`config.mk`:
```
export PLATFORM = sky130hd
export DESIGN_NAME = ring_phase_monitor_flat
export DESIGN_NICKNAME = d
export VERILOG_FILES = /design/src/rtl/ring_phase_monitor_if.sv /design/src/rtl/ring_phase_monitor.sv /design/src/flat_wrapper.sv
export SDC_FILE = /design/constraint.sdc
export NUM_CORES = 1
export LEC_CHECK = 0
export CAP_MARGIN = 20
export CORE_MARGIN = 2
export CORE_UTILIZATION = 30
export CTS_CLUSTER_SIZE = 10
export DETAILED_ROUTE_END_ITERATION = 8
export MAX_ROUTING_LAYER = met4
export PLACE_DENSITY = 0.48
export SKIP_LAST_GASP = 1
export SLEW_MARGIN = 25
export SYNTH_ARGS = -nofsm -noshare
export SYNTH_HDL_FRONTEND = slang
export SYNTH_SLANG_ARGS = --single-unit
```
`constraint.sdc`:
```
create_clock -name clk -period 4.02 [get_ports clk]
set_clock_uncertainty 0.2 [all_clocks]
set_input_delay 1.206 -clock clk [delete_from_list [all_inputs] [get_ports clk]]
set_output_delay 1.206 -clock clk [all_outputs]
set_load 0.1 [all_outputs]
```
`src/rtl/ring_phase_monitor_if.sv`:
```
// Signal bundle between a one-hot ring counter and its phase monitor.
// The master drives the ring sample and error clear; the slave returns phase and health status.
interface ring_phase_monitor_if #(
   parameter int WIDTH = 4,
   parameter int REV_W = 8
);
   localparam int PW = (WIDTH > 1) ? $clog2(WIDTH) : 1;

   logic [WIDTH-1:0] ring_in;
   logic             clr_err;
   logic [PW-1:0]    phase;
   logic             phase_valid;
   logic [REV_W-1:0] rev_count;
   logic             rev_wrap;
   logic             locked;
   logic             err_onehot;
   logic             err_seq;
   logic             err_stuck;

   modport master (
      output ring_in, clr_err,
      input  phase, phase_valid, rev_count, rev_wrap, locked,
             err_onehot, err_seq, err_stuck
   );

   modport slave (
      input  ring_in, clr_err,
      output phase, phase_valid, rev_count, rev_wrap, locked,
             err_onehot, err_seq, err_stuck
   );
endinterface

```
`src/rtl/ring_phase_monitor.sv`:
```
// Phase monitor for a one-hot ring counter: encodes the phase, counts revolutions,
// and flags illegal codes, out-of-order steps and stalls once the ring is locked.
module ring_phase_monitor #(
   parameter int WIDTH       = 4,
   parameter int REV_W       = 8,
   parameter int LOCK_CNT    = 3,
   parameter int STUCK_LIMIT = 4
) (
   input logic                 clk,
   input logic                 reset,
   ring_phase_monitor_if.slave mon
);
   localparam int PW = (WIDTH > 1) ? $clog2(WIDTH) : 1;
   localparam int LW = $clog2(LOCK_CNT + 1);
   localparam int SW = $clog2(STUCK_LIMIT + 1);

   localparam logic [1:0] ST_UNLOCKED = 2'd0;
   localparam logic [1:0] ST_LOCKED   = 2'd1;
   localparam logic [1:0] ST_FAULT    = 2'd2;

   function automatic logic onehot(input logic [WIDTH-1:0] v);
      return (v != '0) && ((v & (v - WIDTH'(1))) == '0);
   endfunction

   function automatic logic [PW-1:0] encode(input logic [WIDTH-1:0] v);
      logic [PW-1:0] idx;
      idx = '0;
      for (int i = 0; i < WIDTH; i++) begin
         if (v[i]) idx = PW'(i);
      end
      return idx;
   endfunction

   function automatic logic [WIDTH-1:0] rotl(input logic [WIDTH-1:0] v);
      return {v[WIDTH-2:0], v[WIDTH-1]};
   endfunction

   logic [WIDTH-1:0] cur_p1;
   logic [PW-1:0]    phase_p1;
   logic             vld_p1;
   logic [1:0]       state;
   logic [LW-1:0]    lock_cnt;
   logic [SW-1:0]    stuck_cnt;
   logic [REV_W-1:0] rev_cnt;
   logic             rev_wrap_q;
   logic             err_onehot_q;
   logic             err_seq_q;
   logic             err_stuck_q;

   logic new_oh;
   logic cur_oh;
   logic same;
   logic legal_adv;
   logic onehot_bad;
   logic seq_bad;
   logic stall;
   logic wrap_adv;
   logic lock_err;
   logic in_locked;
   logic in_fault;
   logic lock_hit;

   // Stage p0: classify the incoming sample against the previous one
   assign new_oh     = onehot(mon.ring_in);
   assign cur_oh     = onehot(cur_p1);
   assign same       = (mon.ring_in == cur_p1);
   assign legal_adv  = new_oh && cur_oh && (mon.ring_in == rotl(cur_p1));
   assign onehot_bad = !new_oh;
   assign seq_bad    = new_oh && cur_oh && !same && !legal_adv;
   assign stall      = same && (stuck_cnt == SW'(STUCK_LIMIT - 1));
   assign wrap_adv   = legal_adv && cur_p1[WIDTH-1] && mon.ring_in[0];
   assign lock_err   = onehot_bad || seq_bad || stall;
   assign in_locked  = (state == ST_LOCKED);
   assign in_fault   = (state == ST_FAULT);
   assign lock_hit   = (state == ST_UNLOCKED) && legal_adv &&
                       (lock_cnt == LW'(LOCK_CNT - 1));

   // Stage p1: registered sample, phase and health state
   always_ff @(posedge clk or negedge reset) begin
      if (!reset) begin
         cur_p1   <= '0;
         phase_p1 <= '0;
         vld_p1   <= 1'b0;
      end else begin
         cur_p1 <= mon.ring_in;
         vld_p1 <= new_oh;
         if (new_oh) phase_p1 <= encode(mon.ring_in);
      end
   end

   always_ff @(posedge clk or negedge reset) begin
      if (!reset) begin
         stuck_cnt <= '0;
      end else if ((in_fault && mon.clr_err) || lock_hit) begin
         stuck_cnt <= '0;
      end else if (same) begin
         if (stuck_cnt != SW'(STUCK_LIMIT)) stuck_cnt <= stuck_cnt + SW'(1);
      end else begin
         stuck_cnt <= '0;
      end
   end

   always_ff @(posedge clk or negedge reset) begin
      if (!reset) begin
         state    <= ST_UNLOCKED;
         lock_cnt <= '0;
      end else begin
         case (state)
            ST_UNLOCKED: begin
               if (lock_hit) begin
                  state    <= ST_LOCKED;
                  lock_cnt <= LW'(LOCK_CNT);
               end else if (legal_adv) begin
                  lock_cnt <= lock_cnt + LW'(1);
               end else if (same || onehot_bad || seq_bad) begin
                  lock_cnt <= '0;
               end
            end
            ST_LOCKED: begin
               if (lock_err) state <= ST_FAULT;
            end
            ST_FAULT: begin
               if (mon.clr_err) begin
                  state    <= ST_UNLOCKED;
                  lock_cnt <= '0;
               end
            end
            default: begin
               state    <= ST_UNLOCKED;
               lock_cnt <= '0;
            end
         endcase
      end
   end

   // A new error while locked beats a coincident clear request
   always_ff @(posedge clk or negedge reset) begin
      if (!reset) begin
         err_onehot_q <= 1'b0;
         err_seq_q    <= 1'b0;
         err_stuck_q  <= 1'b0;
      end else if (in_locked && lock_err) begin
         err_onehot_q <= err_onehot_q | onehot_bad;
         err_seq_q    <= err_seq_q | seq_bad;
         err_stuck_q  <= err_stuck_q | stall;
      end else if (mon.clr_err) begin
         err_onehot_q <= 1'b0;
         err_seq_q    <= 1'b0;
         err_stuck_q  <= 1'b0;
      end
   end

   always_ff @(posedge clk or negedge reset) begin
      if (!reset) begin
         rev_cnt    <= '0;
         rev_wrap_q <= 1'b0;
      end else if (in_locked && wrap_adv) begin
         rev_cnt    <= rev_cnt + REV_W'(1);
         rev_wrap_q <= &rev_cnt;
      end else begin
         rev_wrap_q <= 1'b0;
      end
   end

   assign mon.phase       = phase_p1;
   assign mon.phase_valid = vld_p1;
   assign mon.rev_count   = rev_cnt;
   assign mon.rev_wrap    = rev_wrap_q;
   assign mon.locked      = in_locked;
   assign mon.err_onehot  = err_onehot_q;
   assign mon.err_seq     = err_seq_q;
   assign mon.err_stuck   = err_stuck_q;
endmodule

```
`src/flat_wrapper.sv`:
```
// flat-port wrapper written by rule: the top's interface ports become plain ports
module ring_phase_monitor_flat 
#(
   parameter int WIDTH       = 4,
   parameter int REV_W       = 8,
   parameter int LOCK_CNT    = 3,
   parameter int STUCK_LIMIT = 4
)
  (clk, reset, mon_ring_in, mon_clr_err, mon_phase, mon_phase_valid, mon_rev_count, mon_rev_wrap, mon_locked, mon_err_onehot, mon_err_seq, mon_err_stuck);
  ring_phase_monitor_if #(.WIDTH(WIDTH), .REV_W(REV_W)) mon_i ();
  input logic clk;
  input logic reset;
  input wire logic [$bits(mon_i.ring_in)-1:0] mon_ring_in;
  input wire logic [$bits(mon_i.clr_err)-1:0] mon_clr_err;
  output wire logic [$bits(mon_i.phase)-1:0] mon_phase;
  output wire logic [$bits(mon_i.phase_valid)-1:0] mon_phase_valid;
  output wire logic [$bits(mon_i.rev_count)-1:0] mon_rev_count;
  output wire logic [$bits(mon_i.rev_wrap)-1:0] mon_rev_wrap;
  output wire logic [$bits(mon_i.locked)-1:0] mon_locked;
  output wire logic [$bits(mon_i.err_onehot)-1:0] mon_err_onehot;
  output wire logic [$bits(mon_i.err_seq)-1:0] mon_err_seq;
  output wire logic [$bits(mon_i.err_stuck)-1:0] mon_err_stuck;
  assign mon_i.ring_in = mon_ring_in;
  assign mon_i.clr_err = mon_clr_err;
  assign mon_phase = mon_i.phase;
  assign mon_phase_valid = mon_i.phase_valid;
  assign mon_rev_count = mon_i.rev_count;
  assign mon_rev_wrap = mon_i.rev_wrap;
  assign mon_locked = mon_i.locked;
  assign mon_err_onehot = mon_i.err_onehot;
  assign mon_err_seq = mon_i.err_seq;
  assign mon_err_stuck = mon_i.err_stuck;
  ring_phase_monitor #(.WIDTH(WIDTH), .REV_W(REV_W), .LOCK_CNT(LOCK_CNT), .STUCK_LIMIT(STUCK_LIMIT)) u_core (.clk(clk), .reset(reset), .mon(mon_i));
endmodule
```
# Word-level counts from Yosys, hierarchy flattened
# Cells that the tools add are included.
word_totals:
  reg_bits: 26
  latchBits: 0
  mem_bits_rw: 0
  mem_bits_ro: 0
  out_inout_bits: 16
  memories: 0
op_classes:
  addsub: 5
  n_mul: 0
  n_div: 0
  order_cmp: 0
  n_eq_ne: 12
  shifts: 0
  mux: 19
  bitwise_logic: 6
  n_reduce_logical: 31
ops:
  columns: ["cell", "n"]
  rows:
  - ["$mux 2", 8]
  - ["$logic_and 1x1->1", 14]
  - ["$pmux 2 s3", 2]
  - ["$mux 3", 3]
  - ["$add 8x1->8 const B", 1]
  - ["$and 4x4->4", 2]
  - ["$eq 4x4->1", 2]
  - ["$logic_not 4->1", 2]
  - ["$reduce_and 8->1", 1]
  - ["$reduce_bool 4->1", 2]
  - ["$sub 4x1->4 const B", 2]
  - ["$mux 1", 6]
  - ["$ne 3x3->1 const B", 2]
  - ["$reduce_and 3->1", 2]
  - ["$logic_or 1x1->1", 5]
  - ["$eq 2x2->1 const B", 2]
  - ["$ne 2x1->1 const B", 2]
  - ["$ne 4x2->1 const B", 1]
  - ["$add 3x1->3 const B", 1]
  - ["$eq 3x2->1 const B", 1]
  - ["$logic_not 1->1", 3]
  - ["$or 1x1->1", 3]
  - ["$add 2x1->2 const B", 1]
  - ["$eq 2x1->1 const B", 1]
  - ["other kinds (4)", 4]

# Logic depth before layout (Yosys ltp)
# Gate-level depths: netlist of run 1.
depth:
  depth_word: 13
  ltp_mapped: 7
  ltp_nobuf: 6

# Worst setup path after synthesis of run 1
# OpenSTA, ideal clock, no wires.
synth_timing:
  path_type: "input -> register"
  startpoint: "input mon_ring_in[2]"
  endpoint: "register u_core.rev_cnt[5] (netlist: u_core.mon.rev_count[5])"
  setup_ns: 0.159
  arrival_time_ns: 2.658
  slack_ns: 1.003
  cell_stages: 7
  path_buffers: 2
  path_cell_list: "buf_4 -> or4b_4 -> o311ai_4 -> and4b_1 -> buf_4 -> nand4_1 -> xnor2_1"
synth_between:
  elab_chain_cells: 9
synth_lines:
  columns: ["item", "line_no", "source"]
  rows:
  - ["from (decl)", "flat_wrapper.sv:13", "input wire logic [$bits(mon_i.ring_in)-1:0] mon_ring_in;"]
  - ["$sub 4x1->4", "ring_phase_monitor.sv:22", "return (v != '0) && ((v & (v - WIDTH'(1))) == '0);"]
  - ["$and 4x4->4", "ring_phase_monitor.sv:22", null]
  - ["$logic_not 4->1", "ring_phase_monitor.sv:22", null]
  - ["$logic_and 1x1->1 *", "ring_phase_monitor.sv:22", null]
  - ["net u_core.new_oh", "ring_phase_monitor.sv:50", "logic new_oh;"]
  - ["$logic_and 1x1->1 * (2 in a row)", "ring_phase_monitor.sv:67", "assign legal_adv = new_oh && cur_oh && (mon.ring_in == rotl(cur_p1));"]
  - ["$logic_and 1x1->1 * (2 in a row)", "ring_phase_monitor.sv:71", "assign wrap_adv = legal_adv && cur_p1[WIDTH-1] && mon.ring_in[0];"]
  - ["$logic_and 1x1->1 *", "ring_phase_monitor.sv:157", "end else if (in_locked && wrap_adv) begin"]
  - ["to (signal assigned)", "ring_phase_monitor.sv:158", "rev_cnt <= rev_cnt + REV_W'(1);"]
  - ["to (decl)", "ring_phase_monitor.sv:44", "logic [REV_W-1:0] rev_cnt;"]
# The timed path passes the listed nets; every way through them passes the cells marked *.
# A chain may end at the register's enable or synchronous reset.

# Final worst setup path of run 1
layout_timing:
  startpoint: "input mon_ring_in[0]"
  endpoint: "register u_core.rev_cnt[1] (netlist: u_core.mon.rev_count[1])"
# Same word-level chain as after synthesis.

==> results.txt, run 1 <==
----------------------------------------------------
[STA]
  Timing-limited maximum frequency ... 0.2903 GHz
  Relative slew slack ... 65.09%
  Pin slew with the least headroom to its limit ... 0.5220 ns
  Share of the clock period used by the worst path ... 85.70%
  Number of max-slew violations in the final report ... 0
  Count of endpoints failing hold in the final timing report ... 0
  Slack of the critical path ... 0.5750 ns
  Setup Total Neg Slack ... 0 ns
  Time the final worst path needs with I/O delays and setup ... 3.445 ns
  Number of setup violations in the final report ... 0
  RSZ-0062 raised after global routing ... no

[Drt]
  Final antenna-violating net count ... 0
  Routed len/inst ... 13.21 um
  Routed WL ... 2.774 mm
  Via count ... 1088
  Average vias per placed instance ... 5.181
  Drt first pass iters ... 4
  Post-detailed-route DRC marker count ... 0
  Number of design-rule violations left by the first detailed-router iteration ... 39

[Floorplan]
  Placeable core region ... 4692 sq um
  Starting density of the core ... 30.93%
  Row cnt ... 25
  Height of the die ... 73.56 um
  Die boundary width ... 73.56 um
  Count of boundary I/O pins ... 23
  Area of the die ... 5410 sq um

[Critical path]
  Slowest CP cell ... sky130_fd_sc_hd__clkdlybuf4s50_1
  Nature of the critical path startpoint ... input port
  Maximum net fanout on the critical path ... 13
  Arrival time of data at the critical path endpoint ... 3.40 ns
  Critical path required time ... 3.98 ns
  Cell chain of the critical path ... clkdlybuf4s50_1, or4b_4, o311ai_4, and4b_1, mux2_1
  Category of the most critical setup path ... in -> reg
  Category of the worst setup path capture point ... register
  Delay of the slowest cell on the worst path ... 0.67 ns

[Clock tree]
  Number of gates resized after CTS ... 0
  Clock slew seen by the registers of the worst setup and hold paths ... 0.09 ns
  Maximum clock insertion buffer count ... 2
  Post-CTS setup buffer count ... 0
  Htree depth ... 1
  CTS tree ... done
  CTS root buf ... sky130_fd_sc_hd__clkbuf_8
  Cts bufs inserted ... 3
  Number of hold buffers added after CTS ... 0
  Clock Latency Late Sink ... 0.27 ns
  CTS sink count ... 26

[Placed design]
  Routability-driven placement congestion ratio ... 0.7444
  HPWL after detailed placement ... 2.095 mm
  Buffers added on ports ... 22
  Pre-CTS WS ... 0.2798 ns
  Inst Count DP ... 206

[Synthesis]
  Cell taking the most area after synthesis ... sky130_fd_sc_hd__dfrtp_1
  Most frequent cells after synthesis ... sky130_fd_sc_hd__dfrtp_1, sky130_fd_sc_hd__xnor2_1, sky130_fd_sc_hd__xor2_1
  Most used standard cell by instance count after synthesis ... sky130_fd_sc_hd__dfrtp_1
  Synthesized area divided by synthesized cell count ... 10.91 sq um
  Number of nets produced by synthesis ... 145
  Cell count after synthesis ... 133
  Number of synthesis warnings ... 0
  Flop and latch count out of synthesis ... 26
  Area share of the largest cell type after synthesis ... 44.83%
  Number of flops mapped to enable cells by yosys ... 0
  Part of the Yosys area used for sequential elements ... 44.83%
  Cell variety after synth ... 41
  Top_reg_cell synth ... sky130_fd_sc_hd__dfrtp_1
  Area of the mapped netlist ... 1451 sq um
  Synth async-reset ratio ... 100.0%
  Dominant cells by area after synthesis ... sky130_fd_sc_hd__dfrtp_1, sky130_fd_sc_hd__xnor2_1, sky130_fd_sc_hd__xor2_1, sky130_fd_sc_hd__ha_1, sky130_fd_sc_hd__a21oi_1

[Global routing]
  Global router's overall resource usage ... 12.02%
  Leftover overflow at the end of global routing ... 0
  Maximum number of pins on one net before global-route repair ... 27
  First-pass GRT wire length ... 4.878 mm
  Antenna violations before repair ... 0
  Vias in the first global route ... 1076

[Pwr]
  Power Dens Cells ... 306.7 nW/um^2
  Overall power after layout ... 532.2 uW
  Leakage dissipation ... 0.0007652 uW
  Maximum VDD drop ... 0.1864 mV

[Cells and area]
  Post-Layout Cell Count ... 210
  Final #Nets ... 169
  Area delta synth->final ... 19.57%
  Count of inserted antenna diode cells ... 0
  Layout cell share with drive strength beyond 1 ... 19.23%

[Outcome]
  Run status ... completed

[Min path]
  Type of the most critical hold path ... reg -> reg

[Job]
  Number of violations of the max-capacitance limit ... 0

----------------------------------------------------
-- state kept, by name, summed over array words and instances (netlist names), 2 cells and up --
name,flops
u_core.mon.rev_count,8
u_core.cur_p1,4
u_core.stuck_cnt,3
u_core.lock_cnt,2
u_core.mon.phase,2
u_core.state,2
-- logic make-up after synthesis --
family	count (synthesis)	share of synthesized area, %
AND/OR/NAND/NOR	42	19.40
AO/OA/AOI/OAI	27	14.92
flip-flops	26	44.83
XOR/XNOR	18	10.86
buffers and inverters	14	4.913
adder cells (fa/ha/maj)	5	4.310
multiplexers	1	0.7758
-- through the flow --
stage               hold WS (ns)  area [sq um]  utilization (%)
detailed placement        0.2965          1680            35.81
floorplan                 0.2771          1451                -
CTS                       0.3162          1735            36.99
global route              0.3349          1735            36.99
finish                    0.3079          1735            36.99
global placement          0.2870          1680            35.81
-- where the power goes --
group / switching, uW / internal (uW) / leakage, uW
registers: 7.59 / 267 / 0.000345
clock network: 80.3 / 87.5 / 0.0000288
logic: 59.6 / 29.9 / 0.000391
-- worst max-delay path: cells and delay by family --
family	cells	cell delay, ns
compound gates	1	0.15
buf+inv	1	0.67
mux	1	0.34
simple gates	2	1.03
-- cells in the final DEF (no fill, tap or decap), types with 2 or more instances in the layout --
| master | synthesis | routed |
|---|---|---|
| sky130_fd_sc_hd__dfrtp_1 | 26 | 26 |
| sky130_fd_sc_hd__buf_4 | 2 | 19 |
| sky130_fd_sc_hd__xnor2_1 | 9 | 9 |
| sky130_fd_sc_hd__xor2_1 | 9 | 9 |
| sky130_fd_sc_hd__inv_1 | 8 | 8 |
| sky130_fd_sc_hd__nand2_1 | 7 | 7 |
| sky130_fd_sc_hd__a21oi_1 | 7 | 7 |
| sky130_fd_sc_hd__clkdlybuf4s50_1 | 0 | 6 |
| sky130_fd_sc_hd__nand2b_1 | 5 | 5 |
| sky130_fd_sc_hd__nand4_1 | 5 | 5 |
| sky130_fd_sc_hd__ha_1 | 5 | 5 |
| sky130_fd_sc_hd__nor2_1 | 4 | 4 |
| sky130_fd_sc_hd__o21ai_1 | 4 | 4 |
| sky130_fd_sc_hd__clkbuf_8 | 0 | 4 |
| sky130_fd_sc_hd__nand3_1 | 3 | 3 |
| sky130_fd_sc_hd__nor3_1 | 3 | 3 |
| sky130_fd_sc_hd__a22o_1 | 3 | 3 |
| sky130_fd_sc_hd__or4b_4 | 2 | 2 |
| sky130_fd_sc_hd__or4b_1 | 2 | 2 |
| sky130_fd_sc_hd__nor4_2 | 2 | 2 |
| sky130_fd_sc_hd__o31ai_1 | 2 | 2 |
| sky130_fd_sc_hd__a211o_1 | 2 | 2 |
-- per-layer routing --
layer  global-route usage [%]  wire length [um]
met5                        -                 0
met4                    3.838                39
met3                    3.567               111
met2                    19.35              1370
met1                    14.43              1253
-- path summary, 6_finish.rpt --
kind                            slack [ns]  depth (start not counted)                                start                                   to
worst min-delay path                  0.31                          1  u_core.mon.rev_count[6]$_DFFE_PN0P_  u_core.mon.rev_count[6]$_DFFE_PN0P_
worst max-delay path                  0.57                          5                       mon_ring_in[0]  u_core.mon.rev_count[1]$_DFFE_PN0P_
worst max register to register        1.78                          4           u_core.cur_p1[0]$_DFF_PN0_  u_core.mon.rev_count[1]$_DFFE_PN0P_
max in group asynchronous             2.26                          2                                reset  u_core.mon.rev_count[1]$_DFFE_PN0P_
min in group asynchronous             1.10                          2                                reset  u_core.mon.rev_count[6]$_DFFE_PN0P_
worst min register to register        0.31                          1  u_core.mon.rev_count[6]$_DFFE_PN0P_  u_core.mon.rev_count[6]$_DFFE_PN0P_
-- area by class of cell --
cell class	instances	area [sq um]
fill	483	2957
multi-input combinational	93	729.5
sequential	26	650.6
timing repair buffer	25	202.7
tap	54	67.56
clock buffer	4	55.05
inverter	8	30.03
(Power assumes the default switching activity.)
==> run 2: changes to the inputs <==
--- a/config.mk
+++ b/config.mk
@@ -6,12 +6,14 @@
 export NUM_CORES = 1
 export LEC_CHECK = 0
 export CAP_MARGIN = 20
+export CORE_ASPECT_RATIO = 0.7
 export CORE_MARGIN = 2
 export CORE_UTILIZATION = 30
 export CTS_CLUSTER_SIZE = 10
 export DETAILED_ROUTE_END_ITERATION = 8
 export MAX_ROUTING_LAYER = met4
 export PLACE_DENSITY = 0.48
+export SETUP_SLACK_MARGIN = 0.4
 export SKIP_LAST_GASP = 1
 export SLEW_MARGIN = 25
 export SYNTH_ARGS = -nofsm -noshare
==> run 2 against run 1 <==
Global-route usage fell by 0.16 points; sequential power barely moved; via count fell by 3.6%; wire length rose by 2.5%; flip-flop and latch count did not move; setup slack got worse by 0.028 ns; final cell count rose by 0.95%; clock power fell by 14%; worst hold slack improved by 0.0080 ns; power fell by 4.2%; maximum frequency fell by 0.81%; die area rose by 0.17%; critical path type unchanged; largest power group unchanged.
==> results.txt, run 2 (synthesis results as in run 1) <==
----------------------------------------------------
[Drt]
  Final antenna-violating net count ... 0
  Drt first pass iters ... 4
  Number of design-rule violations left by the first detailed-router iteration ... 43
  Top sig layer ... met4
  Post-detailed-route DRC marker count ... 0
  Average vias per placed instance ... 4.948
  Routed WL ... 2.844 mm
  Wire length on met1 ... 1.474 mm
  Via count ... 1049
  Length of routed met3 wiring ... 94 um
  Routed len/inst ... 13.42 um
  Met2 wire len ... 1.241 mm

[Outcome]
  Run status ... completed

[Critical path]
  Critical path required time ... 3.97 ns
  Category of the worst setup path capture point ... register
  Nature of the critical path startpoint ... input port
  Arrival time of data at the critical path endpoint ... 3.43 ns
  Category of the most critical setup path ... in -> reg
  Maximum net fanout on the critical path ... 13

[Floorplan]
  Area of the die ... 5419 sq um
  Height of the die ... 62.20 um
  Die boundary width ... 87.14 um
  Starting density of the core ... 30.69%
  Count of boundary I/O pins ... 23
  Row cnt ... 21
  Placeable core region ... 4730 sq um

[Pwr]
  Switching power summed over all nets ... 145.2 uW
  Power Dens Cells ... 295.4 nW/um^2
  Share of total power in combinational logic ... 17.6%
  Switching power as a share of total power ... 28.49%
  Leakage dissipation ... 0.0007580 uW
  Sequential cell fraction of total power ... 53.9%
  Clock group share of total power ... 28.5%
  Maximum VDD drop ... 0.1066 mV
  Cell-internal power ... 364.4 uW

[Clock tree]
  Number of gates resized after CTS ... 0
  Clock slew seen by the registers of the worst setup and hold paths ... 0.09 ns
  Number of hold buffers added after CTS ... 0
  Cts bufs inserted ... 3
  Clock Latency Late Sink ... 0.27 ns
  Htree depth ... 1
  CTS root buf ... sky130_fd_sc_hd__clkbuf_8
  Post-CTS setup buffer count ... 0
  CTS sink count ... 26
  CTS tree ... done
  Maximum clock insertion buffer count ... 2

[Cells and area]
  Post-layout instance area ... 1725 sq um
  Final #Nets ... 169
  Flip-flop count of the largest register, all copies and words added ... 8
  Most frequent standard cell in the layout excluding fill and tap cells ... sky130_fd_sc_hd__dfrtp_1
  Most frequent cells in the layout ... sky130_fd_sc_hd__dfrtp_1, sky130_fd_sc_hd__buf_4, sky130_fd_sc_hd__xnor2_1, sky130_fd_sc_hd__xor2_1, sky130_fd_sc_hd__inv_1
  Area delta synth->final ... 18.88%
  Number of filler instances in the final layout ... 487
  Layout cell share with drive strength beyond 1 ... 18.71%
  Count of inserted antenna diode cells ... 0

[STA]
  Setup Total Neg Slack ... 0 ns
  Time the final worst path needs with I/O delays and setup ... 3.473 ns
  Number of setup violations in the final report ... 0
  RSZ-0062 raised after global routing ... no
  Number of max-slew violations in the final report ... 0
  Relative slew slack ... 66.39%
  Count of endpoints failing hold in the final timing report ... 0
  Timing-limited maximum frequency ... 0.2879 GHz
  Pin slew with the least headroom to its limit ... 0.5026 ns
  Share of the clock period used by the worst path ... 86.40%

[Placed design]
  Post-Place Cell Area ... 1684 sq um
  Buffers added on ports ... 22
  HPWL after detailed placement ... 2.125 mm
  Routability-driven placement congestion ratio ... 0.7293

[Global routing]
  Antenna violations before repair ... 0
  Leftover overflow at the end of global routing ... 0
  Global router's overall resource usage ... 11.86%
  Maximum number of pins on one net before global-route repair ... 27
  First-pass GRT wire length ... 4.954 mm
  Vias in the first global route ... 1031

[Job]
  Number of violations of the max-capacitance limit ... 0

[Min path]
  Type of the most critical hold path ... reg -> reg

----------------------------------------------------
==> run 2: power groups by stage <==
stage | combinational, uW | sequential (uW) | clock [uW]
2_1_floorplan | 41.0 | 303 | 0
3_3_place_gp | 89.2 | 280 | 0
3_5_place_dp | 90.4 | 280 | 0
4_1_cts | 90.6 | 275 | 154
5_1_grt | 97.3 | 276 | 165
6_report | 89.6 | 275 | 145
==> run 2: area by class of cell <==
cell class              instances  area, sq um  area share (%)
multi-input cells              93        729.5           42.28
flip-flops and latches         26        650.6           37.71
clock buffers                   3        41.29           2.393
well taps                      57        71.32           4.133
repair buffers                 25        202.7           11.75
inverters                       8        30.03           1.740
==> run 2: critical path, cell delays in order <==
cell                              delay [ns]
sky130_fd_sc_hd__clkdlybuf4s50_1        0.66
sky130_fd_sc_hd__or4b_4                 0.63
sky130_fd_sc_hd__o311ai_4               0.16
sky130_fd_sc_hd__and4b_1                0.42
sky130_fd_sc_hd__mux2_1                 0.34
==> run 2: through the flow <==
| step | power [uW] | utilization [%] | setup WS, ns | std cells | hold WS [ns] |
|---|---|---|---|---|---|
| final | 509.6 | 36.48 | 0.5468 | 212 | 0.3159 |
| after global routing | 538.4 | 36.48 | 0.4534 | 212 | 0.3523 |
| after CTS | 519.4 | 36.48 | 0.5686 | 212 | 0.3235 |
| after detailed placement | 370.4 | 35.61 | 0.2873 | 209 | 0.3042 |
| after global placement | 369.1 | 35.61 | 0.3163 | 209 | 0.2832 |
| after floorplan | 344.2 | - | 1.003 | 133 | 0.2771 |
==> run 2: worst paths after layout <==
check | start | to | slack [ns] | cells past startpoint
min | u_core.mon.err_stuck$_DFFE_PN0P_ | u_core.mon.err_stuck$_DFFE_PN0P_ | 0.32 | 1
max in group asynchronous | reset | u_core.mon.phase[0]$_DFFE_PN0N_ | 2.26 | 2
min in group asynchronous | reset | u_core.state[1]$_DFFE_PN0P_ | 1.10 | 2
max reg2reg | u_core.cur_p1[0]$_DFF_PN0_ | u_core.mon.rev_count[1]$_DFFE_PN0P_ | 1.75 | 4
max | mon_ring_in[0] | u_core.mon.rev_count[1]$_DFFE_PN0P_ | 0.55 | 5
min reg2reg | u_core.mon.err_stuck$_DFFE_PN0P_ | u_core.mon.err_stuck$_DFFE_PN0P_ | 0.32 | 1
==> run 2: routing by layer <==
layer / global-route usage (%) / vias up
li1: - / 524
met1: 16.36 / 504
met2: 17.27 / 19
met3: 3.723 / 2
met4: 2.308 / 0
met5: - / -
